`src/rtl/cam_pkg.sv`:
```
// Shared definitions for the camera line-capture path.
// Buffer constants match the Avalon controller's memory map.
package cam_pkg;

    localparam int CAM_WIDTH     = 640;
    localparam int CAM_BUF0_BASE = 0;
    localparam int CAM_BUF1_BASE = 640;

    typedef logic [1:0] cam_state_t;

    localparam cam_state_t ST_IDLE       = 2'd0;
    localparam cam_state_t ST_WAIT_FRAME = 2'd1;
    localparam cam_state_t ST_ACTIVE     = 2'd2;
    localparam cam_state_t ST_DROP       = 2'd3;

endpackage

```
`src/rtl/cam_sync_edge.sv`:
```
// Two-flop synchronizer with a third stage and registered edge strobes.
// level, rise and fall are mutually aligned.
module cam_sync_edge #(
    parameter int W = 1
) (
    input  logic         clk,
    input  logic         reset,
    input  logic [W-1:0] din,
    output logic [W-1:0] level,
    output logic [W-1:0] rise,
    output logic [W-1:0] fall
);

    logic [W-1:0] s1_q;
    logic [W-1:0] s2_q;
    logic [W-1:0] s3_q;
    logic [W-1:0] rise_d;
    logic [W-1:0] rise_q;
    logic [W-1:0] fall_d;
    logic [W-1:0] fall_q;

    always_comb begin
        rise_d = s2_q & ~s3_q;
        fall_d = ~s2_q & s3_q;
    end

    always_ff @(posedge clk) begin
        if (reset) begin
            s1_q   <= '0;
            s2_q   <= '0;
            s3_q   <= '0;
            rise_q <= '0;
            fall_q <= '0;
        end else begin
            s1_q   <= din;
            s2_q   <= s1_q;
            s3_q   <= s2_q;
            rise_q <= rise_d;
            fall_q <= fall_d;
        end
    end

    assign level = s3_q;
    assign rise  = rise_q;
    assign fall  = fall_q;

endmodule

```
`src/rtl/cam_line_capture.sv`:
```
// Camera bus capture into ping-pong line buffers with an
// ownership handshake toward the Avalon-side consumer.
module cam_line_capture
    import cam_pkg::*;
#(
    parameter int WIDTH     = CAM_WIDTH,
    parameter int BUF0_BASE = CAM_BUF0_BASE,
    parameter int BUF1_BASE = CAM_BUF1_BASE,
    parameter int ADDR_W    = 11
) (
    input  logic              clk,
    input  logic              reset,
    input  logic              enable,
    input  logic              cam_pclk,
    input  logic              cam_hsync,
    input  logic              cam_vsync,
    input  logic [7:0]        cam_data,
    output logic              buf_write,
    output logic [ADDR_W-1:0] buf_address,
    output logic [15:0]       buf_writedata,
    output logic              line_ready,
    output logic              line_buf,
    input  logic              line_ack,
    input  logic              ack_buf,
    output logic [1:0]        buf_full,
    output logic              frame_start,
    output logic [9:0]        line_count,
    output logic [15:0]       frame_count,
    output logic              overflow,
    input  logic              clear_overflow
);

    localparam int COL_W = $clog2(WIDTH + 1);
    localparam logic [ADDR_W-1:0] B0 = ADDR_W'(BUF0_BASE);
    localparam logic [ADDR_W-1:0] B1 = ADDR_W'(BUF1_BASE);
    localparam logic [COL_W-1:0]  COL_END = COL_W'(WIDTH);

    logic [2:0] sy_level;
    logic [2:0] sy_rise;
    logic [2:0] sy_fall;

    cam_sync_edge #(.W(3)) u_sync (
        .clk   (clk),
        .reset (reset),
        .din   ({cam_vsync, cam_hsync, cam_pclk}),
        .level (sy_level),
        .rise  (sy_rise),
        .fall  (sy_fall)
    );

    logic pclk_rise;
    logic hs_level;
    logic hs_rise;
    logic hs_fall;
    logic vs_level;
    logic vs_rise;
    logic vs_fall;
    logic [1:0] unused_pclk;

    assign pclk_rise   = sy_rise[0];
    assign hs_level    = sy_level[1];
    assign hs_rise     = sy_rise[1];
    assign hs_fall     = sy_fall[1];
    assign vs_level    = sy_level[2];
    assign vs_rise     = sy_rise[2];
    assign vs_fall     = sy_fall[2];
    assign unused_pclk = {sy_level[0], sy_fall[0]};

    // Same depth as the sync path so the byte lines up with pclk_rise.
    logic [7:0] d1_q;
    logic [7:0] d2_q;
    logic [7:0] d3_q;

    cam_state_t        state_q, state_d;
    logic              cur_q, cur_d;
    logic [COL_W-1:0]  col_q, col_d;
    logic              phase_q, phase_d;
    logic [7:0]        hi_q, hi_d;
    logic              act_q, act_d;
    logic              buf_write_q, buf_write_d;
    logic [ADDR_W-1:0] buf_address_q, buf_address_d;
    logic [15:0]       buf_writedata_q, buf_writedata_d;
    logic              line_ready_q, line_ready_d;
    logic              line_buf_q, line_buf_d;
    logic [1:0]        buf_full_q, buf_full_d;
    logic              frame_start_q, frame_start_d;
    logic [9:0]        line_count_q, line_count_d;
    logic [15:0]       frame_count_q, frame_count_d;
    logic              overflow_q, overflow_d;
    logic              handoff;
    logic              drop;

    always_comb begin
        state_d         = state_q;
        cur_d           = cur_q;
        col_d           = col_q;
        phase_d         = phase_q;
        hi_d            = hi_q;
        act_d           = act_q;
        buf_write_d     = 1'b0;
        buf_address_d   = buf_address_q;
        buf_writedata_d = buf_writedata_q;
        line_ready_d    = 1'b0;
        line_buf_d      = line_buf_q;
        frame_start_d   = 1'b0;
        line_count_d    = line_count_q;
        frame_count_d   = frame_count_q;
        handoff         = 1'b0;
        drop            = 1'b0;

        if (!enable) begin
            state_d = ST_IDLE;
            act_d   = 1'b0;
        end else begin
            case (state_q)
                ST_IDLE: state_d = ST_WAIT_FRAME;
                ST_WAIT_FRAME: begin
                    if (vs_fall) begin
                        state_d       = ST_ACTIVE;
                        act_d         = 1'b0;
                        frame_start_d = 1'b1;
                        line_count_d  = '0;
                        frame_count_d = frame_count_q + 16'd1;
                    end
                end
                ST_ACTIVE: begin
                    if (vs_rise) begin
                        state_d = ST_WAIT_FRAME;
                        act_d   = 1'b0;
                    end else if (hs_rise) begin
                        col_d   = '0;
                        phase_d = 1'b0;
                        if (buf_full_q[cur_q]) begin
                            state_d = ST_DROP;
                            act_d   = 1'b0;
                            drop    = 1'b1;
                        end else begin
                            act_d = 1'b1;
                        end
                    end else if (hs_fall) begin
                        act_d = 1'b0;
                        if (act_q && col_q != '0) begin
                            handoff      = 1'b1;
                            line_ready_d = 1'b1;
                            line_buf_d   = cur_q;
                            cur_d        = ~cur_q;
                            if (line_count_q != '1)
                                line_count_d = line_count_q + 10'd1;
                        end
                    end else if (act_q && hs_level && !vs_level &&
                                 pclk_rise && col_q != COL_END) begin
                        if (!phase_q) begin
                            hi_d    = d3_q;
                            phase_d = 1'b1;
                        end else begin
                            buf_write_d     = 1'b1;
                            buf_address_d   = (cur_q ? B1 : B0) +
                                              ADDR_W'(col_q);
                            buf_writedata_d = {hi_q, d3_q};
                            col_d           = col_q + 1'b1;
                            phase_d         = 1'b0;
                        end
                    end
                end
                ST_DROP: begin
                    if (vs_rise)
                        state_d = ST_WAIT_FRAME;
                    else if (hs_fall)
                        state_d = ST_ACTIVE;
                end
                default: state_d = ST_IDLE;
            endcase
        end

        // Ack and handoff never target the same bit, so both can apply.
        buf_full_d = buf_full_q;
        if (line_ack)
            buf_full_d[ack_buf] = 1'b0;
        if (handoff)
            buf_full_d[cur_q] = 1'b1;

        overflow_d = overflow_q;
        if (clear_overflow)
            overflow_d = 1'b0;
        if (drop)
            overflow_d = 1'b1;
    end

    always_ff @(posedge clk) begin
        if (reset) begin
            d1_q            <= '0;
            d2_q            <= '0;
            d3_q            <= '0;
            state_q         <= ST_IDLE;
            cur_q           <= 1'b0;
            col_q           <= '0;
            phase_q         <= 1'b0;
            hi_q            <= '0;
            act_q           <= 1'b0;
            buf_write_q     <= 1'b0;
            buf_address_q   <= '0;
            buf_writedata_q <= '0;
            line_ready_q    <= 1'b0;
            line_buf_q      <= 1'b0;
            buf_full_q      <= '0;
            frame_start_q   <= 1'b0;
            line_count_q    <= '0;
            frame_count_q   <= '0;
            overflow_q      <= 1'b0;
        end else begin
            d1_q            <= cam_data;
            d2_q            <= d1_q;
            d3_q            <= d2_q;
            state_q         <= state_d;
            cur_q           <= cur_d;
            col_q           <= col_d;
            phase_q         <= phase_d;
            hi_q            <= hi_d;
            act_q           <= act_d;
            buf_write_q     <= buf_write_d;
            buf_address_q   <= buf_address_d;
            buf_writedata_q <= buf_writedata_d;
            line_ready_q    <= line_ready_d;
            line_buf_q      <= line_buf_d;
            buf_full_q      <= buf_full_d;
            frame_start_q   <= frame_start_d;
            line_count_q    <= line_count_d;
            frame_count_q   <= frame_count_d;
            overflow_q      <= overflow_d;
        end
    end

    assign buf_write     = buf_write_q;
    assign buf_address   = buf_address_q;
    assign buf_writedata = buf_writedata_q;
    assign line_ready    = line_ready_q;
    assign line_buf      = line_buf_q;
    assign buf_full      = buf_full_q;
    assign frame_start   = frame_start_q;
    assign line_count    = line_count_q;
    assign frame_count   = frame_count_q;
    assign overflow      = overflow_q;

endmodule

```
`config.mk`:
```
export PLATFORM = sky130hd
export DESIGN_NAME = cam_line_capture
export DESIGN_NICKNAME = d
export VERILOG_FILES = /design/src/rtl/cam_pkg.sv /design/src/rtl/cam_sync_edge.sv /design/src/rtl/cam_line_capture.sv
export SDC_FILE = /design/constraint.sdc
export NUM_CORES = 1
export LEC_CHECK = 0
export ABC_CLOCK_PERIOD_IN_PS = 2800
export BUFFER_PORTS_ARGS = -buffer_cell sky130_fd_sc_hd__buf_2
export CORE_UTILIZATION = 38
export DETAILED_ROUTE_END_ITERATION = 12
export GPL_TIMING_DRIVEN = 0
export MAX_ROUTING_LAYER = met4
export REMOVE_ABC_BUFFERS = 1
export SYNTH_ARGS = -nofsm -noshare
export SYNTH_HDL_FRONTEND = slang
export SYNTH_SLANG_ARGS = --single-unit
```
`constraint.sdc`:
```
create_clock -name clk -period 2.8 [get_ports clk]
set_clock_uncertainty 0.05 [all_clocks]
set_input_delay 0.28 -clock clk [delete_from_list [all_inputs] [get_ports clk]]
set_output_delay 0.28 -clock clk [all_outputs]
set_load 0.05 [all_outputs]
```
==> metrics.yaml <==
status: "completed"
synth_cell_type_count: 51
synth_seq_cells: 121
synth_warnings: 0
io_pins: 77
wirelength_um: 9680
grt_use_total_pct: 16.5
route.detailed.drc: 0
setup_viol_count_final: 0
crit_path_max_fanout: 9
place.gp.congestion: 0.791
cp.buffers_inverters: 1
synth.cell_area_mm2: 0.00464
min_period_ps: 2520
vias: 3718
path_clk_slew_ps: 60
synth_seq_area_share_pct: 52.2
gr-usage-met3_pct: 5.08
fillCellCount: 1157
final_layout_size_suffix_gt1_share_pct: 20.7
synth_area_leader_cell: "dfxtp_1"
cpPeakStageDelay_ps: 570
p_per_area_mw_per_mm2: 739
vias_per_cell: 5.09
numCtsBuffers: 17
post-place-ws_ps: -404
synth_common_cells: "dfxtp_1, nand2_1, a21oi_1, nor2_1, nor2b_1"
grt_pass1_vias: 3361
grt_max_degree: 64
fin_nets: 603
synthFlopType: "dfxtp_1"
grt_pass1_wl_um: 15800
use_met2_pct: 25.3
ant_nets: 0
drt_iter0_markers: 234
portBuffers: 76
drv_slew: 0
synth_cells: 500
async_reset_ff_share_pct: 0
fp.dieArea_mm2: 0.0127
syn2layout_area_growth_pct: 24.8
detail_route.wl_per_cell_um: 13.2
critical_path_required_ps: 3050
yosys.area.top_type_share_pct: 52.2
clk_latency_ps: 420
regArea_mm2: 0.00242
holdPathStages: 2
leakage_uw: 0.00243
rows: 39
max_freq_ghz: 0.397
path_cells: "inv_1 -> ha_1 -> and4bb_2 -> and2_1 -> nand3_1 -> mux2i_1 -> nor2_1"
min_period_over_period_pct: 90.0
synthTopCellsByArea: "dfxtp_1, nand2_1, nor2b_1"
cp-end-kind: "flop"
cp_top_family: "simple AND/OR/NAND/NOR gates"
rr_worst_depth: 7
min_path_type: "input port to flop"
worstSetupPathType: "flop to flop"
synthMostInstantiatedCell: "dfxtp_1"
antenna_found_initial: 0
die_h_um: 113
crit_arrival_ps: 2770
initial_core_util_pct: 39.8
postCtsHoldBufs: 0
clock_sinks: 121
hold_viol: 0
multi_input_area_mm2: 0.00207
top_usage_layer: "met2"
slowest_stage: "nand3_1"
setup_tns_ps: 0
irDropWorstVdd_mv: 0.607
use_met1_pct: 19.9
cts_max_level: 4
relSlewSlack_pct: 53.4
diodes: 0
cts_buffer_depth: 2
coreArea_mm2: 0.0117
start_kind: "flop"
fin_ws_ps: 279
rsz0062_at_grt: "false"
syn_avg_cell_area_um2: 9.28
cap_viol_max_count: 0
root_buffer: "clkbuf_16"
cts_tree: "done"
hpwl_um: 6090
overflow: 0
crit_cells: 7
synth_edf_count: 0
first_pass_iters: 4
worst_slew_pin_slew_ps: 697
die_width_um: 113
==> cell families (layout without fill, tap and decap cells) <==
logic type	after synthesis	count (layout)	share of synthesized area [%]
and+or+nand+nor	221	222	24.6
DFF	121	121	52.2
buffers and inverters	31	118	3.32
xor gates and xnor gates	18	18	3.40
muxes	11	11	2.40
AOI/OAI and AO/OA	87	87	11.1
adders and majority gates	11	11	2.97
==> final cells by class <==
type	count	share of cell area, %
flip-flops and latches	121	41.8
multi-input cells	349	35.8
clock buffers	19	7.82
repair buffers	79	7.35
inverters	7	0.454
well taps	143	3.09
clock inverters	13	3.69
==> metrics by stage <==
step	total power, µW	instances	util, %	cell area [µm²]	hold WS, ps
after floorplan	1830	476	-	4510	299
after global placement	1870	695	43.5	5070	322
after detailed placement	1880	696	43.8	5100	322
after CTS	4330	729	49.5	5780	6.80
after global routing	4420	731	49.7	5790	15.2
final	4280	731	49.7	5790	16.9
==> final timing paths <==
path | start | end | slack [ps]
max reg2reg | state_q[0]$_SDFFE_PP0P_ | hi_q[3]$_SDFFE_PP0P_ | 280
min reg2reg | u_sync.level[0]$_SDFF_PP0_ | u_sync.rise[0]$_SDFF_PP0_ | 330
min | cam_data[0] | d1_q[0]$_SDFF_PP0_ | 20
max | state_q[0]$_SDFFE_PP0P_ | hi_q[3]$_SDFFE_PP0P_ | 280
==> routing by layer <==
metal | wire, µm | share of wire, % | up-vias
met5 | 0 | 0 | -
met4 | 82 | 0.85 | 0
met3 | 520 | 5.4 | 11
met2 | 4450 | 46 | 99
met1 | 4620 | 48 | 1742
li1 | - | - | 1866
==> where the power goes <==
| part | internal (µW) | switching [µW] | total, µW |
|---|---|---|---|
| Sequential | 1740 | 9.50 | 1750 |
| Clock | 1640 | 800 | 2440 |
| Combinational | 36.1 | 53.8 | 89.9 |
| Total | 3420 | 863 | 4280 |
==> cells in the final DEF (no fill, tap or decap), types with 2 or more instances in the layout <==
master	synthesis	routed
inv_1	7	7
nand2b_1	5	5
dfxtp_1	121	121
nor2b_1	38	38
or3_1	7	7
nand4_1	13	14
and4_1	4	3
ha_1	11	11
bufinv_16	0	5
o21ai_0	23	23
clkinvlp_4	0	2
clkbuf_16	0	17
a311oi_1	2	2
and2_1	3	3
nand3_1	11	11
a31oi_1	3	3
nor2_1	44	44
and3_1	10	10
nor3b_1	2	2
nand2_1	65	65
clkbuf_8	0	2
a21oi_1	44	44
xnor2_1	9	9
and4b_1	2	2
nor3_1	6	6
xor2_1	9	9
o31ai_1	3	3
mux2i_1	10	10
inv_6	0	4
o41ai_1	3	3
buf_4	3	3
buf_2	3	75
==> registers in the layout, indices dropped and copies added, names as in the netlist, 8 cells and up <==
register / count
d3_q: 8
col_q: 10
d1_q: 8
frame_count: 16
d2_q: 8
buf_address: 11
buf_writedata: 16
hi_q: 8
line_count: 10
==> timing repair <==
action                                  4_1_cts  5_1_grt
pin swaps                                     1        1
gates resized for setup                       1        0
endpoints found under the setup margin       26        3
buffers inserted                              0        2
cloned                                        1        0
==> worst register-to-register path, stage by stage, from the launching register on <==
cell and delay (ps):
dfxtp_1 350, inv_1 130, ha_1 300, and4bb_2 280, and2_1 320, nand3_1 570, mux2i_1 350, nor2_1 60
Power figures use the tool's default switching activity.
